### src/rtl/intersection_scheduler_if.sv
// Signal bundle between the intersection scheduler and its environment.
// PREEMPT_EN adds the emergency preempt input (approach A).
interface intersection_scheduler_if;
  logic       req_a;
  logic       req_b;
`ifdef PREEMPT_EN
  logic       preempt;
`endif
  logic       a_r, a_y, a_g;
  logic       b_r, b_y, b_g;
  logic [2:0] phase;
  logic       tick;

  // scheduler side: samples demand, drives lamp state
  modport master (
`ifdef PREEMPT_EN
    input  preempt,
`endif
    input  req_a, req_b,
    output a_r, a_y, a_g, b_r, b_y, b_g, phase, tick
  );

  // environment side: raises demand, observes lamps
  modport slave (
`ifdef PREEMPT_EN
    output preempt,
`endif
    output req_a, req_b,
    input  a_r, a_y, a_g, b_r, b_y, b_g, phase, tick
  );
endinterface

### src/rtl/intersection_scheduler.sv
// Two-approach phase ring scheduler (A green -> A yellow -> all red ->
// B green -> B yellow -> all red). Demand-driven green between GREEN_MIN
// and GREEN_MAX ticks; tick comes from a free-running prescaler.
// Optional feature macro: PREEMPT_EN (emergency preempt for approach A).
module intersection_scheduler #(
  parameter int TICK_DIV  = 128,
  parameter int GREEN_MIN = 10,
  parameter int GREEN_MAX = 20,
  parameter int YELLOW_T  = 4,
  parameter int ALLRED_T  = 2,
  parameter int TMR_W     = 5
) (
  input logic clk,
  input logic rst,
  intersection_scheduler_if.master io
);

  localparam int PRE_W = (TICK_DIV > 1) ? $clog2(TICK_DIV) : 1;

  localparam logic [PRE_W-1:0] PRE_LAST = PRE_W'(TICK_DIV - 1);
  localparam logic [TMR_W-1:0] GMIN_M1  = TMR_W'(GREEN_MIN - 1);
  localparam logic [TMR_W-1:0] GMAX_M1  = TMR_W'(GREEN_MAX - 1);
  localparam logic [TMR_W-1:0] YEL_M1   = TMR_W'(YELLOW_T - 1);
  localparam logic [TMR_W-1:0] AR_M1    = TMR_W'(ALLRED_T - 1);

  typedef enum logic [2:0] {
    A_GREEN   = 3'd0,
    A_YELLOW  = 3'd1,
    ALLRED_AB = 3'd2,
    B_GREEN   = 3'd3,
    B_YELLOW  = 3'd4,
    ALLRED_BA = 3'd5
  } state_t;

  state_t             state, state_nxt;
  logic [TMR_W-1:0]   timer;
  logic [PRE_W-1:0]   pre;
  logic               pend_a, pend_b;
  logic               tick;
  logic               exit_ok;
  logic               pre_em;

`ifdef PREEMPT_EN
  assign pre_em = io.preempt;
`else
  assign pre_em = 1'b0;
`endif

  assign tick = (pre == PRE_LAST);

  // state, phase timer, prescaler and pending-demand registers
  always_ff @(posedge clk or posedge rst) begin
    if (rst) begin
      state  <= A_GREEN;
      timer  <= '0;
      pre    <= '0;
      pend_a <= 1'b0;
      pend_b <= 1'b0;
    end else begin
      state <= state_nxt;
      pre   <= tick ? '0 : pre + 1'b1;
      if (tick) begin
        if (exit_ok)
          timer <= '0;
        else if (!(state == A_GREEN && timer == GMAX_M1))
          timer <= timer + 1'b1;  // held at GREEN_MAX-1 only while preempt blocks A exit
      end
      // clearing on entry to own green takes priority over a new request
      if (state_nxt == A_GREEN && state != A_GREEN) pend_a <= 1'b0;
      else if (io.req_a && state != A_GREEN)        pend_a <= 1'b1;
      if (state_nxt == B_GREEN && state != B_GREEN) pend_b <= 1'b0;
      else if (io.req_b && state != B_GREEN)        pend_b <= 1'b1;
    end
  end

  // exit condition for the current phase and ring advance on tick
  always_comb begin
    exit_ok   = 1'b0;
    state_nxt = state;
    case (state)
      A_GREEN:            exit_ok = !pre_em &&
                                    (((timer >= GMIN_M1) && pend_b) || (timer == GMAX_M1));
      B_GREEN:            exit_ok = pre_em ||
                                    ((timer >= GMIN_M1) && pend_a) || (timer == GMAX_M1);
      A_YELLOW, B_YELLOW: exit_ok = (timer == YEL_M1);
      default:            exit_ok = (timer == AR_M1);
    endcase
    if (tick && exit_ok) begin
      case (state)
        A_GREEN:   state_nxt = A_YELLOW;
        A_YELLOW:  state_nxt = ALLRED_AB;
        ALLRED_AB: state_nxt = B_GREEN;
        B_GREEN:   state_nxt = B_YELLOW;
        B_YELLOW:  state_nxt = ALLRED_BA;
        default:   state_nxt = A_GREEN;
      endcase
    end
  end

  // Moore lamp decode: exactly one lamp per approach, never both non-red
  always_comb begin
    io.a_r = 1'b0; io.a_y = 1'b0; io.a_g = 1'b0;
    io.b_r = 1'b0; io.b_y = 1'b0; io.b_g = 1'b0;
    case (state)
      A_GREEN:  begin io.a_g = 1'b1; io.b_r = 1'b1; end
      A_YELLOW: begin io.a_y = 1'b1; io.b_r = 1'b1; end
      B_GREEN:  begin io.a_r = 1'b1; io.b_g = 1'b1; end
      B_YELLOW: begin io.a_r = 1'b1; io.b_y = 1'b1; end
      default:  begin io.a_r = 1'b1; io.b_r = 1'b1; end
    endcase
    io.phase = state;
    io.tick  = tick;
  end

endmodule
### src/flat_wrapper.sv
// flat-port wrapper written by rule: the top's interface ports become plain ports
module intersection_scheduler_flat 
#(
  parameter int TICK_DIV  = 128,
  parameter int GREEN_MIN = 10,
  parameter int GREEN_MAX = 20,
  parameter int YELLOW_T  = 4,
  parameter int ALLRED_T  = 2,
  parameter int TMR_W     = 5
)
  (clk, rst, io_req_a, io_req_b, io_a_r, io_a_y, io_a_g, io_b_r, io_b_y, io_b_g, io_phase, io_tick);
  intersection_scheduler_if io_i ();
  input logic clk;
  input logic rst;
  input wire logic [$bits(io_i.req_a)-1:0] io_req_a;
  input wire logic [$bits(io_i.req_b)-1:0] io_req_b;
  output wire logic [$bits(io_i.a_r)-1:0] io_a_r;
  output wire logic [$bits(io_i.a_y)-1:0] io_a_y;
  output wire logic [$bits(io_i.a_g)-1:0] io_a_g;
  output wire logic [$bits(io_i.b_r)-1:0] io_b_r;
  output wire logic [$bits(io_i.b_y)-1:0] io_b_y;
  output wire logic [$bits(io_i.b_g)-1:0] io_b_g;
  output wire logic [$bits(io_i.phase)-1:0] io_phase;
  output wire logic [$bits(io_i.tick)-1:0] io_tick;
  assign io_i.req_a = io_req_a;
  assign io_i.req_b = io_req_b;
  assign io_a_r = io_i.a_r;
  assign io_a_y = io_i.a_y;
  assign io_a_g = io_i.a_g;
  assign io_b_r = io_i.b_r;
  assign io_b_y = io_i.b_y;
  assign io_b_g = io_i.b_g;
  assign io_phase = io_i.phase;
  assign io_tick = io_i.tick;
  intersection_scheduler #(.TICK_DIV(TICK_DIV), .GREEN_MIN(GREEN_MIN), .GREEN_MAX(GREEN_MAX), .YELLOW_T(YELLOW_T), .ALLRED_T(ALLRED_T), .TMR_W(TMR_W)) u_core (.clk(clk), .rst(rst), .io(io_i));
endmodule
### config.mk
export PLATFORM = sky130hd
export DESIGN_NAME = intersection_scheduler_flat
export DESIGN_NICKNAME = d
export VERILOG_FILES = /design/src/rtl/intersection_scheduler_if.sv /design/src/rtl/intersection_scheduler.sv /design/src/flat_wrapper.sv
export SDC_FILE = /design/constraint.sdc
export NUM_CORES = 1
export LEC_CHECK = 0
export ABC_AREA = 1
export BUFFER_PORTS_ARGS = -buffer_cell sky130_fd_sc_hd__buf_2
export CORE_MARGIN = 2
export CORE_UTILIZATION = 55
export DETAILED_ROUTE_END_ITERATION = 7
export GPL_TIMING_DRIVEN = 0
export PLACE_DENSITY = 0.8
export SYNTH_ARGS = -nofsm -noshare
export SYNTH_HDL_FRONTEND = slang
export SYNTH_SLANG_ARGS = --single-unit
export TNS_END_PERCENT = 5
### constraint.sdc
create_clock -name clk -period 1.9 [get_ports clk]
set_input_delay 0.095 -clock clk [delete_from_list [all_inputs] [get_ports clk]]
set_output_delay 0.095 -clock clk [all_outputs]
set_load 0.03 [all_outputs]
==> run_results.csv, run 1 <==
group,metric,value,unit
synth,seq_area_frac_synth,39.44,%
timing,setup_violations,0,
power,power.combinational.fraction,2.0,%
critical_path,timing.rr.end,"u_core.timer[0]",
timing,clock-skew-final,0.004461,ns
cts,numClockSinks,17,
place,port_buffers,13,
timing,tightest_slew,0.6405,ns
finish,antennaDiodeCount,0,
power,cell_internal_pwr,0.4436,mW
floorplan,initial_utilization,56.71,%
hold_path,hold-path-cell-count,4,
finish,fin_util,63.88,%
critical_path,r2r_start,"u_core.timer[0]",
synth,postSynthRegisterBits,17,
floorplan,floorplan.io_pins,14,
place,place.detailed.hpwl,1528,um
timing,period_share,93.53,%
power,pwr-share-seq,63.4,%
synth,synth_warnings,0,
route,route.detailed.wl_per_inst,10.49,um
timing,timing.final.crit_period,1.777,ns
grt,global_route_wire_length_before_repair,2849,um
synth,synth.area.top_cells,"sky130_fd_sc_hd__dfrtp_1, sky130_fd_sc_hd__nand2_1, sky130_fd_sc_hd__inv_1",
synth,synthesis.nets,146,
cts,max-clock-path-buffers,2,
route,final_antenna_net_count,0,
critical_path,critical_path.startpoint_type,"register",
floorplan,floorplan_die_area,0.002331,mm2
critical_path,critPathRequiredTime,1.80,ns
grt,global_route.overflow_total,0,
route,routed_wirelength,1930,um
route,drt_iter0_drc,1,
power,power.static_leakage,0.7014,nW
route,drc_errors_left,0,
cts,post_cts_buffers,0,
floorplan,fp-row-count,16,
cts,cts_inserted_buffers,3,
synth,synthesis.instances,139,
timing,rsz0062_at_grt,"false",
critical_path,rrSetupSlack,0.26,ns
hold_path,hold_end,"u_core.pend_b",
critical_path,critPathMaxFanout,10,
timing,timing.setup.tns,0,ns
power,p_clk_share,34.7,%
grt,number_of_global_route_vias_before_repair,689,
cts,tritoncts,"done",
cts,cts_htree_levels,1,
synth,synth_top_area_cell,"sky130_fd_sc_hd__dfrtp_1",
hold_path,holdCritPathClass,"in2reg",
cts,clkLatencyLatePin,0.30,ns
floorplan,die_w,48.28,um
power,power_switching,0.1271,mW
cts,cts_root_buf,"sky130_fd_sc_hd__clkbuf_4",
synth,syn_area_per_cell,7.759,um2
finish,fin_nets,165,
timing,fmaxAchievable,562.7,MHz
timing,final.hold.worst_slack,0.09758,ns
finish,final.fill_count,172,
finish,drive_above_1_share,26.75,%
grt,grtUsageTotal,17.77,%
power,power_density,469.7,mW/mm2
synth,synthesis.area,0.001079,mm2
outcome,run_status,"finished clean",
hold_path,startpoint_of_the_tightest_hold_check_path,"io_req_b",
timing,report.final.hold_viol_count,0,
finish,area_growth,12.65,%
timing,final-max-slew-violation-count,0,
cts,clk_pin_slew_worst_paths,0.10,ns
timing,slew_headroom,57.25,%
grt,grt_antenna_before_repair,0,
route,drt_first_pass_iters,3,
critical_path,critPathArrivalTime,1.68,ns
place,globalplace.congestion,0.8444,
cts,cts_resized,0,
power,power_switching_share,22.27,%
route,detailed_route_vias_per_instance,4.826,
synth,synthDominantCellAreaShare,39.44,%
run,max_capacitance_violation_count,0,
critical_path,worstSetupEndpointType,"output pin",
critical_path,worstRegToRegCells,9,
critical_path,timing_worst_setup_path_type,"reg2out",
grt,grt_start_max_net_pins,18,
synth,netlist-cell-type-count,26,
route,vias,888,
floorplan,core-area,0.001902,mm2
power,vdd_ir_drop_max,0.4957,mV
floorplan,die_y,48.28,um
sequential cells by signal (all words and copies together), names as in the netlist:
register,count
u_core.pend_b,1
u_core.io.phase,3
u_core.pre,7
u_core.pend_a,1
u_core.timer,5
cells in the final DEF, fill, tap and decap left out:
cell,count
sky130_fd_sc_hd__o21ai_1,3
sky130_fd_sc_hd__nor2_2,2
sky130_fd_sc_hd__nand3_4,1
sky130_fd_sc_hd__dfrtp_1,17
sky130_fd_sc_hd__inv_2,4
sky130_fd_sc_hd__buf_6,1
sky130_fd_sc_hd__o21ai_0,2
sky130_fd_sc_hd__nand2_4,2
sky130_fd_sc_hd__ha_1,3
sky130_fd_sc_hd__dlygate4sd3_1,1
sky130_fd_sc_hd__inv_1,23
sky130_fd_sc_hd__nand3_1,8
sky130_fd_sc_hd__a21o_2,1
sky130_fd_sc_hd__xor2_1,2
sky130_fd_sc_hd__or2_2,1
sky130_fd_sc_hd__buf_4,1
sky130_fd_sc_hd__nor3_1,1
sky130_fd_sc_hd__nand3_2,5
sky130_fd_sc_hd__nor3b_1,1
sky130_fd_sc_hd__nor2_1,13
sky130_fd_sc_hd__nand2_1,31
sky130_fd_sc_hd__clkbuf_4,3
sky130_fd_sc_hd__nand2_2,5
sky130_fd_sc_hd__clkinv_2,1
sky130_fd_sc_hd__xnor2_1,1
sky130_fd_sc_hd__a21oi_1,2
sky130_fd_sc_hd__a21o_1,1
sky130_fd_sc_hd__nand4_1,6
sky130_fd_sc_hd__nor2_4,2
sky130_fd_sc_hd__buf_2,13
repair_timing:
action,4_1_cts,5_1_grt
hold endpoints to repair,17,0
hold buffers,1,0
endpoints found under the setup margin,0,0
final cells by class:
class	instances	area, um2	area share, %
sequential	17	425.4	35.02
tap	27	33.78	2.781
timing repair buffer	14	75.07	6.179
clock inverter	1	5.005	0.4119
multi-input combinational	93	533.0	43.87
clock buffer	3	22.52	1.854
inverter	27	101.3	8.342
buffer	2	18.77	1.545
logic make-up after synthesis:
group                      synth area share [%]
and+or+nand+nor                           38.75
buffers and inverters                     11.14
DFF                                       39.44
AOI/OAI and AO/OA                         4.756
xor gates and xnor gates                  2.437
adders and majority gates                 3.481
per-layer routing:
layer  up-vias  GRT usage [%]  part of all wire, %
li1        474              -                    -
met1       397          24.00                   46
met2        12          28.42                   49
met3         5          2.222                  2.5
met4         0          8.108                  1.8
met5         -              0                    0
how the worst max path moves through the flow:
stage                                   from               to  slack [ns]
final                          u_core.pre[0]          io_tick        0.12
after global routing           u_core.pre[0]          io_tick        0.03
after global placement       u_core.timer[0]  u_core.timer[0]        0.32
after CTS                      u_core.pre[0]          io_tick        0.12
after floorplan           u_core.io.phase[0]  u_core.timer[0]        0.31
after detailed placement     u_core.timer[0]  u_core.timer[0]        0.30
power groups by stage:
| stage | registers (mW) | logic (mW) | clock network [mW] |
|---|---|---|---|
| 3_3_place_gp | 0.369 | 0.0100 | 0 |
| 4_1_cts | 0.362 | 0.0117 | 0.198 |
| 2_1_floorplan | 0.369 | 0.00545 | 0 |
| 5_1_grt | 0.362 | 0.0134 | 0.208 |
| 6_report | 0.362 | 0.0112 | 0.198 |
| 3_5_place_dp | 0.369 | 0.0102 | 0 |
critical path: stages, from the launching register on:
cell and delay [ns]:
sky130_fd_sc_hd__dfrtp_1 0.39, sky130_fd_sc_hd__ha_1 0.21, sky130_fd_sc_hd__nand3_2 0.14, sky130_fd_sc_hd__nor2_4 0.22, sky130_fd_sc_hd__buf_4 0.21, sky130_fd_sc_hd__buf_2 0.21
per-stage QoR:
step                      cells  setup slack, ns  power [mW]  instance area [um2]
after global placement      179           0.3195      0.3787                 1177
after CTS                   184           0.1228      0.5716                 1215
final                       184           0.1229      0.5707                 1215
after detailed placement    179           0.3025      0.3788                 1177
after global routing        184          0.02801      0.5831                 1215
after floorplan             139           0.3140      0.3741                 1079
Yosys cell counts:
cell type                  n
sky130_fd_sc_hd__a21o_1    1
sky130_fd_sc_hd__a21o_2    1
sky130_fd_sc_hd__a21oi_1   2
sky130_fd_sc_hd__buf_4     1
sky130_fd_sc_hd__buf_6     1
sky130_fd_sc_hd__dfrtp_1  17
sky130_fd_sc_hd__ha_1      3
sky130_fd_sc_hd__inv_1    23
sky130_fd_sc_hd__inv_2     4
sky130_fd_sc_hd__nand2_1  31
sky130_fd_sc_hd__nand2_2   5
sky130_fd_sc_hd__nand2_4   2
sky130_fd_sc_hd__nand3_1   8
sky130_fd_sc_hd__nand3_2   5
sky130_fd_sc_hd__nand3_4   1
sky130_fd_sc_hd__nand4_1   6
sky130_fd_sc_hd__nor2_1   13
sky130_fd_sc_hd__nor2_2    2
sky130_fd_sc_hd__nor2_4    2
sky130_fd_sc_hd__nor3_1    1
sky130_fd_sc_hd__nor3b_1   1
sky130_fd_sc_hd__o21ai_0   2
sky130_fd_sc_hd__o21ai_1   3
sky130_fd_sc_hd__or2_2     1
sky130_fd_sc_hd__xnor2_1   1
sky130_fd_sc_hd__xor2_1    2
No activity file was read; power rests on OpenSTA's default activity.
==> run 2: changes to the inputs <==
PLACE_DENSITY = 0.84   (was 0.8)
==> run 2 against run 1 <==
  * Hold slack worse by 0.013 ns
  * Register-to-register slack about the same
  * Count of clock-buffer cells in the layout stayed put
  * Sequential cell count unchanged
  * Critical endpoint unchanged
  * Worst setup slack improved by 0.028 ns
  * Non-clock buffer count stayed put
  * Critical path type unchanged
  * Combinational power about the same
  * Total power shrank 0.78%
  * Highest routed layer unchanged
==> run_results.csv, run 2 (synthesis gave the netlist of run 1 again) <==
group,metric,value,unit
timing,final-max-slew-violation-count,0,
cts,clkLatencyLatePin,0.30,ns
critical_path,worstRegToRegCells,9,
route,route.detailed.wl_per_inst,10.46,um
timing,fmaxAchievable,571.7,MHz
place,port_buffers,13,
critical_path,r2r_start,"u_core.timer[0]",
place,place_worst_setup_slack,0.3165,ns
power,power_density,466.1,mW/mm2
grt,grt_start_max_net_pins,18,
timing,layout_setup_ws,0.1508,ns
floorplan,floorplan_die_area,0.002331,mm2
finish,largest-register,"u_core.pre",
critical_path,timing_worst_setup_path_type,"reg2out",
floorplan,fp-row-count,16,
finish,final_cells,184,
route,vias,914,
finish,most-common-layout-cells,"sky130_fd_sc_hd__nand2_1, sky130_fd_sc_hd__inv_1, sky130_fd_sc_hd__dfrtp_1, sky130_fd_sc_hd__nor2_1, sky130_fd_sc_hd__buf_2",
route,final_antenna_net_count,0,
grt,global_route.overflow_total,0,
finish,most_common_cell_after_layout_fill_and_taps_aside,"sky130_fd_sc_hd__nand2_1",
timing,slew_headroom,55.95,%
cts,max-clock-path-buffers,2,
hold_path,startpoint_of_the_tightest_hold_check_path,"io_req_b",
power,power.static_leakage,0.7014,nW
timing,timing.setup.tns,0,ns
place,numPlacedInstances,179,
cts,cts_resized,0,
grt,global_route_wire_length_before_repair,2987,um
route,routed_wirelength,1924,um
hold_path,hold-path-cell-count,4,
timing,clock-skew-final,0.01043,ns
floorplan,die_y,48.28,um
finish,fin_util,63.88,%
timing,tightest_slew,0.6600,ns
place,placed_area,0.001177,mm2
finish,post-route-cell-area,0.001215,mm2
power,vdd_ir_drop_max,0.3452,mV
critical_path,critical_path.startpoint_type,"register",
finish,area_growth,12.65,%
timing,period_share,92.06,%
cts,tritoncts,"done",
place,globalplace.congestion,0.8673,
outcome,run_status,"finished clean",
finish,antennaDiodeCount,0,
route,drt_first_pass_iters,3,
floorplan,initial_utilization,56.71,%
critical_path,critPathArrivalTime,1.65,ns
cts,cts_inserted_buffers,3,
timing,timing.final.crit_period,1.749,ns
cts,post_cts_buffers,0,
critical_path,critPathMaxFanout,10,
critical_path,worstSetupEndpointType,"output pin",
grt,grt_antenna_before_repair,0,
critical_path,critPathRequiredTime,1.80,ns
critical_path,setup.worst_path.start,"u_core.pre[0]",
place,place.detailed.hpwl,1490,um
route,detailed_route_vias_per_instance,4.967,
cts,clk_pin_slew_worst_paths,0.10,ns
cts,numClockSinks,17,
finish,largest_reg_flops,7,
cts,cts_root_buf,"sky130_fd_sc_hd__clkbuf_4",
finish,drive_above_1_share,26.75,%
route,drt_iter0_drc,4,
route,drc_errors_left,0,
run,max_capacitance_violation_count,0,
timing,report.final.hold_viol_count,0,
floorplan,floorplan.io_pins,14,
finish,fin_nets,165,
critical_path,rrSetupSlack,0.27,ns
floorplan,core-area,0.001902,mm2
hold_path,holdCritPathClass,"in2reg",
floorplan,die_w,48.28,um
timing,rsz0062_at_grt,"false",
grt,grtUsageTotal,18.77,%
cts,cts_htree_levels,1,
timing,setup_violations,0,
grt,number_of_global_route_vias_before_repair,717,
## run 2: cell counts in the layout (fill, tap and decap cells not counted)
No cell type changed its count.
## run 2: per-stage QoR
stage | hold WS, ns | power (mW)
after CTS | 0.08093 | 0.5724
after global placement | 0.2025 | 0.3787
final | 0.08502 | 0.5662
after floorplan | 0.02107 | 0.3741
after detailed placement | 0.2174 | 0.3791
after global routing | 0.1139 | 0.5863
## run 2: layer usage
metal	wire length (um)	share of wire, %	up-vias	GRT usage, %
met4	39	2.0	0	9.730
met1	918	48	427	25.35
li1	-	-	471	-
met3	55	2.9	5	2.222
met5	0	0	-	0
met2	910	47	11	29.47
## run 2: final timing paths
check,end
setup / recovery,io_tick
hold / removal,u_core.pend_b
setup reg to reg,u_core.timer[0]
hold reg to reg,u_core.pre[0]
max in group asynchronous,u_core.pre[5]
min in group asynchronous,u_core.pre[3]
## run 2: final cells by class
cell class | instances | area, um2
plain buffers | 2 | 18.77
clock buffers | 3 | 22.52
clock inverters | 1 | 5.005
fillers | 163 | 686.9
inverters | 27 | 101.3
multi-input cells | 93 | 533.0
flip-flops and latches | 17 | 425.4
well taps | 27 | 33.78
repair buffers | 14 | 75.07
## run 2: power breakdown
group | internal, mW | leakage (nW) | total (mW) | switching [mW]
sequential | 0.362 | 0.218 | 0.362 | 0.0000000000000000551
combinational | 0.00357 | 0.466 | 0.0115 | 0.00789
clock | 0.0785 | 0.0177 | 0.193 | 0.115
## run 2: repair_timing
action                                  CTS  global route
endpoints found under the hold margin    17             0
hold buffers                              1             0
endpoints found under the setup margin    0             0
## run 2: worst max-delay path, cell delays in order (launching register included)
cell	delay, ns
sky130_fd_sc_hd__dfrtp_1	0.38
sky130_fd_sc_hd__ha_1	0.20
sky130_fd_sc_hd__nand3_2	0.13
sky130_fd_sc_hd__nor2_4	0.22
sky130_fd_sc_hd__buf_4	0.20
sky130_fd_sc_hd__buf_2	0.21
==> run 3: changes to the inputs <==
CORE_ASPECT_RATIO = 1.5   (was not set)
==> run 3 against run 2 <==
  * Maximum frequency up 0.24%
  * Total power down 1.2%
  * Non-clock buffer count unchanged
  * Final area down 0.62%
  * First-iteration DRC count rose to 7.3 times the previous value
  * Hold slack better by 0.011 ns
  * Worst setup slack better by 0.0041 ns
  * Routed wire length up 1.3%
  * Global-route usage up 2.2 points
  * Largest cell class unchanged
==> run_results.csv, run 3 (synthesis gave the netlist of run 1 again) <==
group,metric,value,unit
outcome,run_status,"finished clean",
place,placed_area,0.001170,mm2
route,route.detailed.wl_per_inst,10.95,um
cts,cts_htree_levels,1,
finish,most_common_cell_after_layout_fill_and_taps_aside,"sky130_fd_sc_hd__nand2_1",
route,drt_first_pass_iters,4,
critical_path,worstRegToRegCells,9,
cts,cts_inserted_buffers,3,
finish,largest-register,"u_core.pre",
timing,final-max-slew-violation-count,0,
finish,largest_reg_flops,7,
power,power.static_leakage,0.7014,nW
finish,fin_nets,165,
timing,fmaxAchievable,573.0,MHz
route,drt_iter0_drc,29,
route,detailed_route_vias_per_instance,5.191,
timing,timing.final.crit_period,1.745,ns
critical_path,worstPathBufferInverterCount,2,
floorplan,die_y,58.24,um
grt,global_route.overflow_total,0,
hold_path,holdCritPathClass,"in2reg",
timing,timing.setup.tns,0,ns
route,vias,924,
cts,numClockSinks,17,
cts,clkLatencyLatePin,0.29,ns
power,power_density,463.6,mW/mm2
power,pwr-share-seq,64.6,%
critical_path,critical_path.startpoint_type,"register",
floorplan,initial_utilization,58.92,%
finish,drive_above_1_share,26.75,%
timing,rsz0062_at_grt,"false",
timing,slew_headroom,56.94,%
cts,clk_pin_slew_worst_paths,0.10,ns
critical_path,crit_path_max_incr_delay,0.38,ns
critical_path,crit_chain,"ha_1, nand3_2, nor2_4, buf_4, buf_2",
critical_path,worstSetupEndpointType,"output pin",
power,power.combinational.fraction,2.0,%
power,power_switching_share,20.80,%
grt,grtUsageTotal,20.93,%
place,place.detailed.hpwl,1515,um
timing,tightest_slew,0.6452,ns
grt,global_route_wire_length_before_repair,3429,um
critical_path,timing.rr.end,"u_core.timer[0]",
finish,area_growth,11.95,%
timing,report.final.hold_viol_count,0,
cts,tritoncts,"done",
hold_path,hold_end,"u_core.pend_b",
critical_path,timing_worst_setup_path_type,"reg2out",
floorplan,floorplan_die_area,0.002338,mm2
floorplan,floorplan.io_pins,14,
finish,most-common-layout-cells,"sky130_fd_sc_hd__nand2_1, sky130_fd_sc_hd__inv_1, sky130_fd_sc_hd__dfrtp_1, sky130_fd_sc_hd__nor2_1, sky130_fd_sc_hd__buf_2",
cts,cts_resized,0,
hold_path,hold-path-cell-count,4,
hold_path,startpoint_of_the_tightest_hold_check_path,"io_req_b",
grt,grt_antenna_before_repair,0,
power,vdd_ir_drop_max,0.4426,mV
run,max_capacitance_violation_count,0,
power,p_clk_share,33.4,%
power,power_switching,0.1164,mW
cts,cts_root_buf,"sky130_fd_sc_hd__clkbuf_4",
finish,post-route-cell-area,0.001207,mm2
grt,grt_start_max_net_pins,18,
critical_path,critPathArrivalTime,1.65,ns
critical_path,critPathRequiredTime,1.80,ns
critical_path,r2r_start,"u_core.timer[0]",
route,drc_errors_left,0,
critical_path,rrSetupSlack,0.26,ns
cts,max-clock-path-buffers,2,
timing,clock-skew-final,0.003349,ns
finish,final.fill_count,171,
floorplan,fp-row-count,19,
grt,number_of_global_route_vias_before_repair,890,
timing,setup_violations,0,
place,globalplace.congestion,0.7191,
place,port_buffers,13,
route,routed_wirelength,1949,um
critical_path,critPathMaxFanout,10,
power,cell_internal_pwr,0.4433,mW
critical_path,cell_family_contributing_the_most_delay_on_the_critical_path,"buffers and inverters",
floorplan,core-area,0.001831,mm2
critical_path,slowest_stage,"sky130_fd_sc_hd__dfrtp_1",
finish,antennaDiodeCount,0,
route,final_antenna_net_count,0,
timing,period_share,91.85,%
floorplan,die_w,40.16,um
## run 3: cell counts in the layout (fill, tap and decap cells not counted)
Identical to the previous run, type by type.
## run 3: worst max-delay path by stage
stage / from / end / slack (ns) / depth (start not counted)
3_5_place_dp: u_core.timer[0] / u_core.timer[0] / 0.28 / 9
2_1_floorplan: u_core.io.phase[0] / u_core.timer[0] / 0.31 / 10
3_3_place_gp: u_core.timer[0] / u_core.timer[0] / 0.33 / 9
6_report: u_core.pre[0] / io_tick / 0.15 / 5
5_1_grt: u_core.pre[0] / io_tick / 0.02 / 5
4_1_cts: u_core.pre[0] / io_tick / 0.12 / 5
## run 3: power by group through the flow
stage          logic, mW  registers, mW  clock network [mW]
2_1_floorplan    0.00545          0.369                   0
3_3_place_gp      0.0101          0.369                   0
3_5_place_dp      0.0103          0.369                   0
4_1_cts           0.0118          0.362               0.199
5_1_grt           0.0135          0.362               0.218
6_report          0.0113          0.362               0.187
## run 3: layout make-up
cell class	count	area [um2]	share of cell area, %
inverter	27	101.3	8.394
sequential	17	425.4	35.23
clock buffer	3	22.52	1.865
multi-input combinational	93	533.0	44.14
buffer	2	18.77	1.554
clock inverter	1	5.005	0.4145
tap	21	26.28	2.176
timing repair buffer	14	75.07	6.218
## run 3: routing by layer
layer	global-route usage [%]	wire, um	up-vias
li1	-	-	473
met1	23.60	789	424
met2	35.48	1068	23
met3	2.682	68	4
met4	11.82	23	0
met5	0	0	-
## run 3: per-stage QoR
step	instances	total power [mW]	setup WS [ns]	hold WS (ns)	util, %
after floorplan	139	0.3741	0.3140	0.02107	-
after global placement	173	0.3787	0.3286	0.2034	63.91
after detailed placement	173	0.3789	0.2794	0.2118	63.91
after CTS	178	0.5726	0.1233	0.08102	65.96
after global routing	178	0.5930	0.01929	0.09409	65.96
final	178	0.5597	0.1549	0.09637	65.96
## run 3: repair_timing
action                                  CTS  global route
endpoints found under the setup margin    0             0
buffers inserted                          0             0
hold buffers                              1             0
hold endpoints to repair                 17             0
## run 3: worst register-to-register path: stages (launching register included)
cell and delay, ns:
sky130_fd_sc_hd__dfrtp_1 0.47, sky130_fd_sc_hd__ha_1 0.26, sky130_fd_sc_hd__nand2_1 0.09, sky130_fd_sc_hd__nor2_2 0.19
sky130_fd_sc_hd__nand2_2 0.10, sky130_fd_sc_hd__nand2_2 0.13, sky130_fd_sc_hd__xor2_1 0.17, sky130_fd_sc_hd__inv_1 0.05
sky130_fd_sc_hd__nand2_1 0.06, sky130_fd_sc_hd__inv_1 0.04
